===== config.mk =====
export PLATFORM = sky130hd
export DESIGN_NAME = px_recirculator
export DESIGN_NICKNAME = d
export VERILOG_FILES = /design/src/rtl/px_recirculator_pkg.sv /design/src/rtl/px_raster_counter.sv /design/src/rtl/px_recirculator.sv
export SDC_FILE = /design/constraint.sdc
export NUM_CORES = 1
export LEC_CHECK = 0
export ABC_AREA = 0
export BUFFER_PORTS_ARGS = -buffer_cell sky130_fd_sc_hd__buf_2
export CAP_MARGIN = 30
export CORE_MARGIN = 2
export CORE_UTILIZATION = 49
export CTS_BUF_LIST = sky130_fd_sc_hd__clkbuf_4 sky130_fd_sc_hd__clkbuf_8
export DETAILED_ROUTE_END_ITERATION = 10
export PLACE_DENSITY = 0.94
export RECOVER_POWER = 25
export SLEW_MARGIN = 5
export SYNTH_ARGS = -nofsm -noshare
export SYNTH_HDL_FRONTEND = slang
export SYNTH_SLANG_ARGS = --single-unit
export TNS_END_PERCENT = 10

===== constraint.sdc =====
create_clock -name i_Clk -period 3.6 [get_ports i_Clk]
set_clock_uncertainty 0.1 [all_clocks]
set_input_delay 0.72 -clock i_Clk [delete_from_list [all_inputs] [get_ports i_Clk]]
set_output_delay 0.72 -clock i_Clk [all_outputs]
set_load 0.02 [all_outputs]

===== src/rtl/px_recirculator_pkg.sv =====
// Shared draw header: pixel-word layout, escape marker, default frame size
// and draw-mode constants used by the recirculator and the display path.
package px_recirculator_pkg;

   localparam int PX_W         = 104;
   localparam int PX_VAL_MSB   = 103;
   localparam int PX_VAL_LSB   = 96;
   localparam int PX_X_LSB     = 64;
   localparam int PX_Y_LSB     = 32;
   localparam int PX_FIELD_W   = 32;

   localparam logic [31:0] ESC_MARK = 32'hFFFF_FFFF;

   localparam int DEF_H_PIXELS = 800;
   localparam int DEF_V_PIXELS = 480;

   localparam int DISP_X_W     = 10;
   localparam int DISP_Y_W     = 9;
   localparam int CNT_W        = 19;
   localparam int FRAME_W      = 16;

   typedef enum logic [1:0] {
      DRAW_MANDEL  = 2'd0,
      DRAW_JULIA   = 2'd1,
      DRAW_BURNING = 2'd2
   } draw_mode_e;

   typedef enum logic {
      ST_SEED = 1'b0,
      ST_RUN  = 1'b1
   } rec_state_e;

   // Same bit layout as the FIFO word, MSB first.
   typedef struct packed {
      logic [7:0]  val;
      logic [31:0] x;
      logic [31:0] y;
      logic [31:0] iter;
   } px_word_t;

   function automatic logic px_escaped(input logic [31:0] x, input logic [31:0] y);
      return (x == ESC_MARK) && (y == ESC_MARK);
   endfunction

endpackage


===== src/rtl/px_raster_counter.sv =====
// Raster position counter: X advances on enable, wraps into Y, Y wraps to 0.
// Wrap flags are combinational "at last column/row" indicators.
module px_raster_counter #(
   parameter int H_PIXELS = 800,
   parameter int V_PIXELS = 480,
   parameter int XW       = 10,
   parameter int YW       = 9
) (
   input  logic          i_Clk,
   input  logic          i_Rst_n,
   input  logic          clr,
   input  logic          en,
   output logic [XW-1:0] x,
   output logic [YW-1:0] y,
   output logic          x_wrap,
   output logic          y_wrap
);

   assign x_wrap = (x == XW'(H_PIXELS - 1));
   assign y_wrap = (y == YW'(V_PIXELS - 1));

   always_ff @(posedge i_Clk) begin
      if (!i_Rst_n || clr) begin
         x <= '0;
         y <= '0;
      end else if (en) begin
         if (x_wrap) begin
            x <= '0;
            y <= y_wrap ? '0 : y + 1'b1;
         end else begin
            x <= x + 1'b1;
         end
      end
   end

endmodule


===== src/rtl/px_recirculator.sv =====
// Seeds the math-input FIFO with one zero word per pixel, then loops math
// results straight back while tapping each pixel off to the display writer.
module px_recirculator
   import px_recirculator_pkg::*;
#(
   parameter int H_PIXELS = DEF_H_PIXELS,
   parameter int V_PIXELS = DEF_V_PIXELS
) (
   input  logic                i_Clk,
   input  logic                i_Rst_n,
   input  logic [PX_W-1:0]     i_Px_Data,
   input  logic                i_Src_Fifo_Empty,
   output logic                o_Src_Fifo_Ack,
   output logic [PX_W-1:0]     o_Px_Data,
   input  logic                i_Dst_Fifo_Full,
   output logic                o_Dst_Fifo_Wrreq,
   input  logic                i_Disp_Ready,
   output logic                o_Disp_Valid,
   output logic [7:0]          o_Disp_Px,
   output logic [DISP_X_W-1:0] o_Disp_X,
   output logic [DISP_Y_W-1:0] o_Disp_Y,
   output logic                o_Frame_Done,
   output logic [FRAME_W-1:0]  o_Frame_Count,
   output logic [CNT_W-1:0]    o_Escaped_Count,
   output logic                o_Seeding
);

   localparam logic [CNT_W-1:0] SEED_LAST = CNT_W'(H_PIXELS * V_PIXELS - 1);

   rec_state_e          state;
   logic [CNT_W-1:0]    seed_cnt;
   logic [CNT_W-1:0]    esc_cnt;
   logic                seed_wr;
   logic                xfer;
   logic                esc;
   logic                x_wrap;
   logic                y_wrap;
   logic                frame_last;
   logic [DISP_X_W-1:0] pos_x;
   logic [DISP_Y_W-1:0] pos_y;

   // Both strobes are gated by reset so nothing reaches the FIFOs while held.
   assign seed_wr    = i_Rst_n && (state == ST_SEED) && !i_Dst_Fifo_Full;
   assign xfer       = i_Rst_n && (state == ST_RUN) && !i_Src_Fifo_Empty &&
                       !i_Dst_Fifo_Full && i_Disp_Ready;

   assign o_Dst_Fifo_Wrreq = seed_wr | xfer;
   assign o_Src_Fifo_Ack   = xfer;
   assign o_Px_Data        = (state == ST_RUN) ? i_Px_Data : '0;
   assign o_Seeding        = (state == ST_SEED);

   assign esc        = px_escaped(i_Px_Data[PX_X_LSB +: PX_FIELD_W],
                                  i_Px_Data[PX_Y_LSB +: PX_FIELD_W]);
   assign frame_last = x_wrap & y_wrap;

   px_raster_counter #(
      .H_PIXELS (H_PIXELS),
      .V_PIXELS (V_PIXELS),
      .XW       (DISP_X_W),
      .YW       (DISP_Y_W)
   ) u_raster (
      .i_Clk   (i_Clk),
      .i_Rst_n (i_Rst_n),
      .clr     (state == ST_SEED),
      .en      (xfer),
      .x       (pos_x),
      .y       (pos_y),
      .x_wrap  (x_wrap),
      .y_wrap  (y_wrap)
   );

   always_ff @(posedge i_Clk) begin
      if (!i_Rst_n) begin
         state           <= ST_SEED;
         seed_cnt        <= '0;
         esc_cnt         <= '0;
         o_Disp_Valid    <= 1'b0;
         o_Disp_Px       <= '0;
         o_Disp_X        <= '0;
         o_Disp_Y        <= '0;
         o_Frame_Done    <= 1'b0;
         o_Frame_Count   <= '0;
         o_Escaped_Count <= '0;
      end else begin
         o_Disp_Valid <= xfer;
         o_Frame_Done <= xfer & frame_last;
         case (state)
            ST_SEED: begin
               if (seed_wr) begin
                  if (seed_cnt == SEED_LAST) begin
                     state    <= ST_RUN;
                     seed_cnt <= '0;
                  end else begin
                     seed_cnt <= seed_cnt + 1'b1;
                  end
               end
            end
            ST_RUN: begin
               if (xfer) begin
                  o_Disp_Px <= i_Px_Data[PX_VAL_MSB:PX_VAL_LSB];
                  o_Disp_X  <= pos_x;
                  o_Disp_Y  <= pos_y;
                  // Last pixel's escape status is folded into the published total.
                  if (frame_last) begin
                     o_Escaped_Count <= esc_cnt + CNT_W'(esc);
                     esc_cnt         <= '0;
                     o_Frame_Count   <= o_Frame_Count + 1'b1;
                  end else if (esc) begin
                     esc_cnt <= esc_cnt + 1'b1;
                  end
               end
            end
            default: state <= ST_SEED;
         endcase
      end
   end

endmodule


Word-level counts from Yosys, hierarchy flattened:

Index checks and enable logic that the tools add are counted.

* register bits: 122
* input port bits: 109
* output and inout port bits: 171
* logic and storage cells: 53

* add/subtract/negate cells: 6
* equal/unequal tests: 5
* muxes and demuxes: 9
* bitwise operators: 4
* reductions and logical operators: 17

Operator list (number)
* $mux 104: 1
* $eq 32x32->1 const B: 2
* $mux 19: 3
* $add 19x1->19 const B: 2
* $add 19x1->19: 1
* $eq 19x19->1 const B: 1
* $add 16x1->16 const B: 1
* $add 10x1->10 const B: 1
* $eq 10x10->1 const B: 1
* $mux 10: 1
* $add 9x1->9 const B: 1
* $eq 9x9->1 const B: 1
* $mux 9: 1
* $logic_and 1x1->1: 7
* $reduce_and 2->1: 3
* $reduce_and 3->1: 2
* $logic_not 1->1: 3
* $mux 1: 3
* $and 1x1->1: 2
* $reduce_bool 2->1: 1
* $logic_or 1x1->1: 1
* $not 1->1: 1
* $or 1x1->1: 1

Depth between registers and ports, before layout:

* depth after elaboration: 5
* mapped depth: 13
* depth with buffers taken out: 12

Cells and area by module:

A second synthesis with hierarchy kept.

* cells, all modules: 777
* area, all modules: 6323.6 um^2

Modules (own cells, without submodules)
* px_recirculator: times used 1, cells an instance 672, area each 5393.9 um^2, sequential area each 2062.0 um^2
* px_raster_counter: times used 1, cells an instance 105, area each 929.6 um^2, sequential area each 380.4 um^2

Worst setup path before layout:

No wires, ideal clock.

* path type: input to register
* from: input port i_Px_Data[87]
* to: register o_Escaped_Count[18]
* setup time: 0.132 ns
* data arrival time: 2.929 ns
* required time: 3.368 ns
* slack: 0.439 ns
* stages: 13
* buffers on the path: 1
* path through: nand4_1 -> nor4_1 -> nand4_1 -> clkbuf_1 -> inv_1 -> ha_1 -> ha_1 -> nand3_1 -> nor2_1 -> nand3_1 -> nor3_1 -> xnor2_1 -> o21ai_0

* longest elaborated chain between the ends: 3

RTL lines
* start: declaration: RTL line px_recirculator.sv:11 `input logic [PX_W-1:0] i_Px_Data,`
* $eq 32x32->1: RTL line px_recirculator_pkg.sv:42 `return (x == ESC_MARK) && (y == ESC_MARK);`
* $logic_and 1x1->1: RTL line px_recirculator_pkg.sv:42
* $add 19x1->19: RTL line px_recirculator.sv:105 `o_Escaped_Count <= esc_cnt + CNT_W'(esc);`
* end signal: assignment: RTL line px_recirculator.sv:105
* end: declaration: RTL line px_recirculator.sv:24 `output logic [CNT_W-1:0] o_Escaped_Count,`

Every way passes these cells.
A chain may end at the register's enable or synchronous reset.

Final worst setup path:

* from: input port i_Rst_n
* to: output port o_Src_Fifo_Ack

* longest elaborated chain between the ends: 4

RTL lines
* start: declaration: RTL line px_recirculator.sv:10 `input logic i_Rst_n,`
* $logic_and 1x1->1 (3 in series): RTL line px_recirculator.sv:44 `assign xfer = i_Rst_n && (state == ST_RUN) && !i_Src_Fifo_Empty &&`
* $logic_and 1x1->1: RTL line px_recirculator.sv:45 `!i_Dst_Fifo_Full && i_Disp_Ready;`
* end: declaration: RTL line px_recirculator.sv:13 `output logic o_Src_Fifo_Ack,`

Every way passes these cells.

==> metrics.md <==
| Metric | Value |
|---|---|
| Layout cells sized above 1 | `25.1%` |
| Vias in the first global route | `5,973` |
| LEAKAGE | `3.45 nW` |
| Outcome | `finished, final reports clean` |
| CTS Sinks | `122` |
| Antenna-violating nets left | `0` |
| WL per Instance | `15.5 um` |
| Worst min path class | `flop to flop` |
| Register bit total from synthesis | `122` |
| Seq/Total Area, Yosys | `39.7%` |
| Netlist Area Pre-Place | `6160 um^2` |
| Final wirelength | `18,900 um` |
| Core area | `12,200 um^2` |
| Largest net degree at the start of global routing | `111` |
| Clock slew at reported path FFs | `70 ps` |
| Post-CTS sizing | `0` |
| # diodes | `0` |
| DIE AREA | `13,500 um^2` |
| Final number of max-transition violations | `0` |
| Gr usage total | `27.6%` |
| Fill cells | `1,048` |
| Post-synthesis adder-cell area fraction | `1.42%` |
| Area grow syn2layout | `30.3%` |
| Pwr Density | `339 nW/um^2` |
| Largest family of logic cells by synthesized area | `simple AND/OR/NAND/NOR gates` |
| Via count | `6,439` |
| Number of setup buffers added after CTS | `0` |
| Worst setup margin | `466 ps` |
| Width of the die | `116 um` |
| Post-CTS Hold Buffers | `0` |
| Fmax | `319 MHz` |
| Worst-path fanout max | `48` |
| Die Ht | `116 um` |
| Slew headroom | `15.7%` |
| Post-synthesis mux area share | `0.488%` |
| Final Power | `0.00272 W` |
| Place WS | `246 ps` |
| Final setup vio count | `0` |
| Worst hold start | `o_Escaped_Count[0]$_SDFFE_PN0P_` |
| CP Capture Type | `primary output` |
| Req. time, crit path | `2780 ps` |
| R2r startpoint | `u_raster.x[0]$_SDFFE_PP0P_` |
| Max cap viols | `0` |
| Initial Utilization | `50.6%` |
| Unrepaired setup endpoints after global routing | `false` |
| FP Rows | `40` |
| Min Hold Slack | `351 ps` |
| IR drop worst, VDD | `0.241 mV` |
| Post-route clock period utilization | `87.1%` |
| Initial antenna violation count | `0` |
| DRT Pass-1 Iters | `6` |
| Port bufs | `279` |
| Synth warnings | `0` |
| Util after Layout | `66.0%` |
| Number of CTS-inserted buffers | `17` |
| DRT iter0 DRCs | `425` |
| Cell count after synthesis | `767` |
| TNS Setup | `0 ps` |
| Worst-margin pin slew | `1260 ps` |
| Synth Area per Inst | `8.03 um^2` |
| Cell variety after synth | `43` |
| Clk buf depth | `2` |
| Min Clock Period, post-route | `3130 ps` |
| H-tree Lvls | `4` |
| Setup CP Type | `input port to primary output` |
| Final nets | `1,153` |
| TritonCTS clock tree | `yes` |
| Drt drc | `0` |
| CP startpoint kind | `input port` |
| Syn nets | `883` |
| XOR/XNOR Fraction of Synth Area | `9.39%` |
| First-pass GRT wire length | `29,100 um` |
| HPWL Detailed | `14,400 um` |
| Skew-Pair Late Insertion Delay | `430 ps` |
| Final Hold Fails | `0` |
| Critical Path Start | `i_Rst_n` |
| Synth Area in Compound Gates | `8.63%` |
| WP data arrival | `2310 ps` |
| Synth Area in Simple Gates | `37.2%` |
| I/O pin count | `280` |
| GRT overflow | `0` |
| Routed vias/inst | `5.29` |
| Root buffer cell | `clkbuf_8` |
| GPL Wtd Cong | `0.923` |
synth_stat cells (all sizes together):
cell type / number / area, um^2
nor2b: 4 / 25.0
a31oi: 1 / 6.26
nand3: 56 / 280
nand2: 95 / 359
nor4b: 1 / 8.76
a21oi: 5 / 25.0
a22o: 2 / 17.5
or4b: 2 / 20.0
nand2b: 3 / 18.8
clkbuf: 36 / 135
or3: 7 / 43.8
mux2i: 3 / 30.0
xnor2: 35 / 307
a311o: 1 / 10.0
buf: 6 / 25.0
nand4: 43 / 269
nor3: 12 / 60.1
o31ai: 5 / 37.5
nor4: 11 / 83.8
ha: 7 / 87.6
dfxtp: 122 / 2440
xor2: 31 / 272
a21o: 3 / 22.5
or4: 1 / 7.51
and4b: 1 / 10.0
a21boi: 32 / 240
nor2: 63 / 239
inv: 10 / 37.5
and4: 5 / 43.8
o21a: 1 / 7.51
o21ai: 33 / 165
nor3b: 3 / 27.5
and3: 15 / 93.8
and2: 112 / 701
power by group:
part	internal [W]	switching (W)	total, W
Sequential	0.00135	0.00000414	0.00136
Combinational	0.0000580	0.0000565	0.000114
Clock	0.000686	0.000566	0.00125
Total	0.00210	0.000626	0.00272
metal layers:
layer	share of wire, %	GRT usage (%)	wire length [um]	up-vias
met5	0	0	0	-
met2	53	51.8	9940	250
met1	38	30.5	7230	2989
met3	5.3	4.83	1000	46
met4	3.6	12.2	673	0
li1	-	-	-	3154
sequential cells by signal (all words and copies together), names as in the netlist:
signal           count
esc_cnt             19
o_Frame_Done         1
o_Disp_Valid         1
state                1
u_raster.x          10
o_Disp_X            10
u_raster.y           9
seed_cnt            19
o_Frame_Count       16
o_Disp_Px            8
o_Disp_Y             9
o_Escaped_Count     19
final timing paths:
kind / end / slack, ps / cells after the start
worst max-delay path: o_Src_Fifo_Ack / 470 / 6
worst min register to register: o_Escaped_Count[0]$_SDFFE_PN0P_ / 350 / 2
worst min-delay path: o_Escaped_Count[0]$_SDFFE_PN0P_ / 350 / 2
worst max register to register: o_Frame_Count[11]$_SDFFE_PN0P_ / 790 / 8
per-stage QoR:
| step | area (um^2) | std cells |
|---|---|---|
| floorplan | 6160 | 767 |
| global placement | 7710 | 1186 |
| detailed placement | 7710 | 1186 |
| CTS | 8120 | 1218 |
| global route | 8030 | 1218 |
| finish | 8030 | 1218 |
worst max-delay path, cell delays in order:
cell     delay [ps]
buf_2            90
nand2_1         150
or4b_1          530
buf_4           290
inv_1           280
buf_2           220
cell families after synthesis:
family,Yosys count
flip-flops,122
buffers and inverters,52
XOR/XNOR,66
adder cells (fa/ha/maj),7
multiplexers,3
AND/OR/NAND/NOR,434
AO/OA/AOI/OAI,83
placed cells by master, fill, tap and decap left out, drive strengths merged, types with 11 or more instances in the layout:
| cell type | count |
|---|---|
| xor2 | 31 |
| and3 | 15 |
| xnor2 | 35 |
| buf | 227 |
| o21ai | 33 |
| and2 | 112 |
| clkbuf | 83 |
| nand2 | 95 |
| nor2 | 63 |
| a21boi | 32 |
| nand4 | 43 |
| dfxtp | 122 |
| nor3 | 12 |
| nor4 | 11 |
| nand3 | 56 |
| inv | 13 |
area by class of cell:
| type | count | area [um^2] | area share [%] |
|---|---|---|---|
| Multi-Input combinational cell | 593 | 3510 | 43.7 |
| Tap cell | 168 | 210 | 2.62 |
| Clock inverter | 15 | 174 | 2.17 |
| Clock buffer | 17 | 234 | 2.92 |
| Timing Repair Buffer | 293 | 1420 | 17.6 |
| Inverter | 10 | 37.5 | 0.468 |
| Sequential cell | 122 | 2440 | 30.4 |
Power figures use the tool's default switching activity.
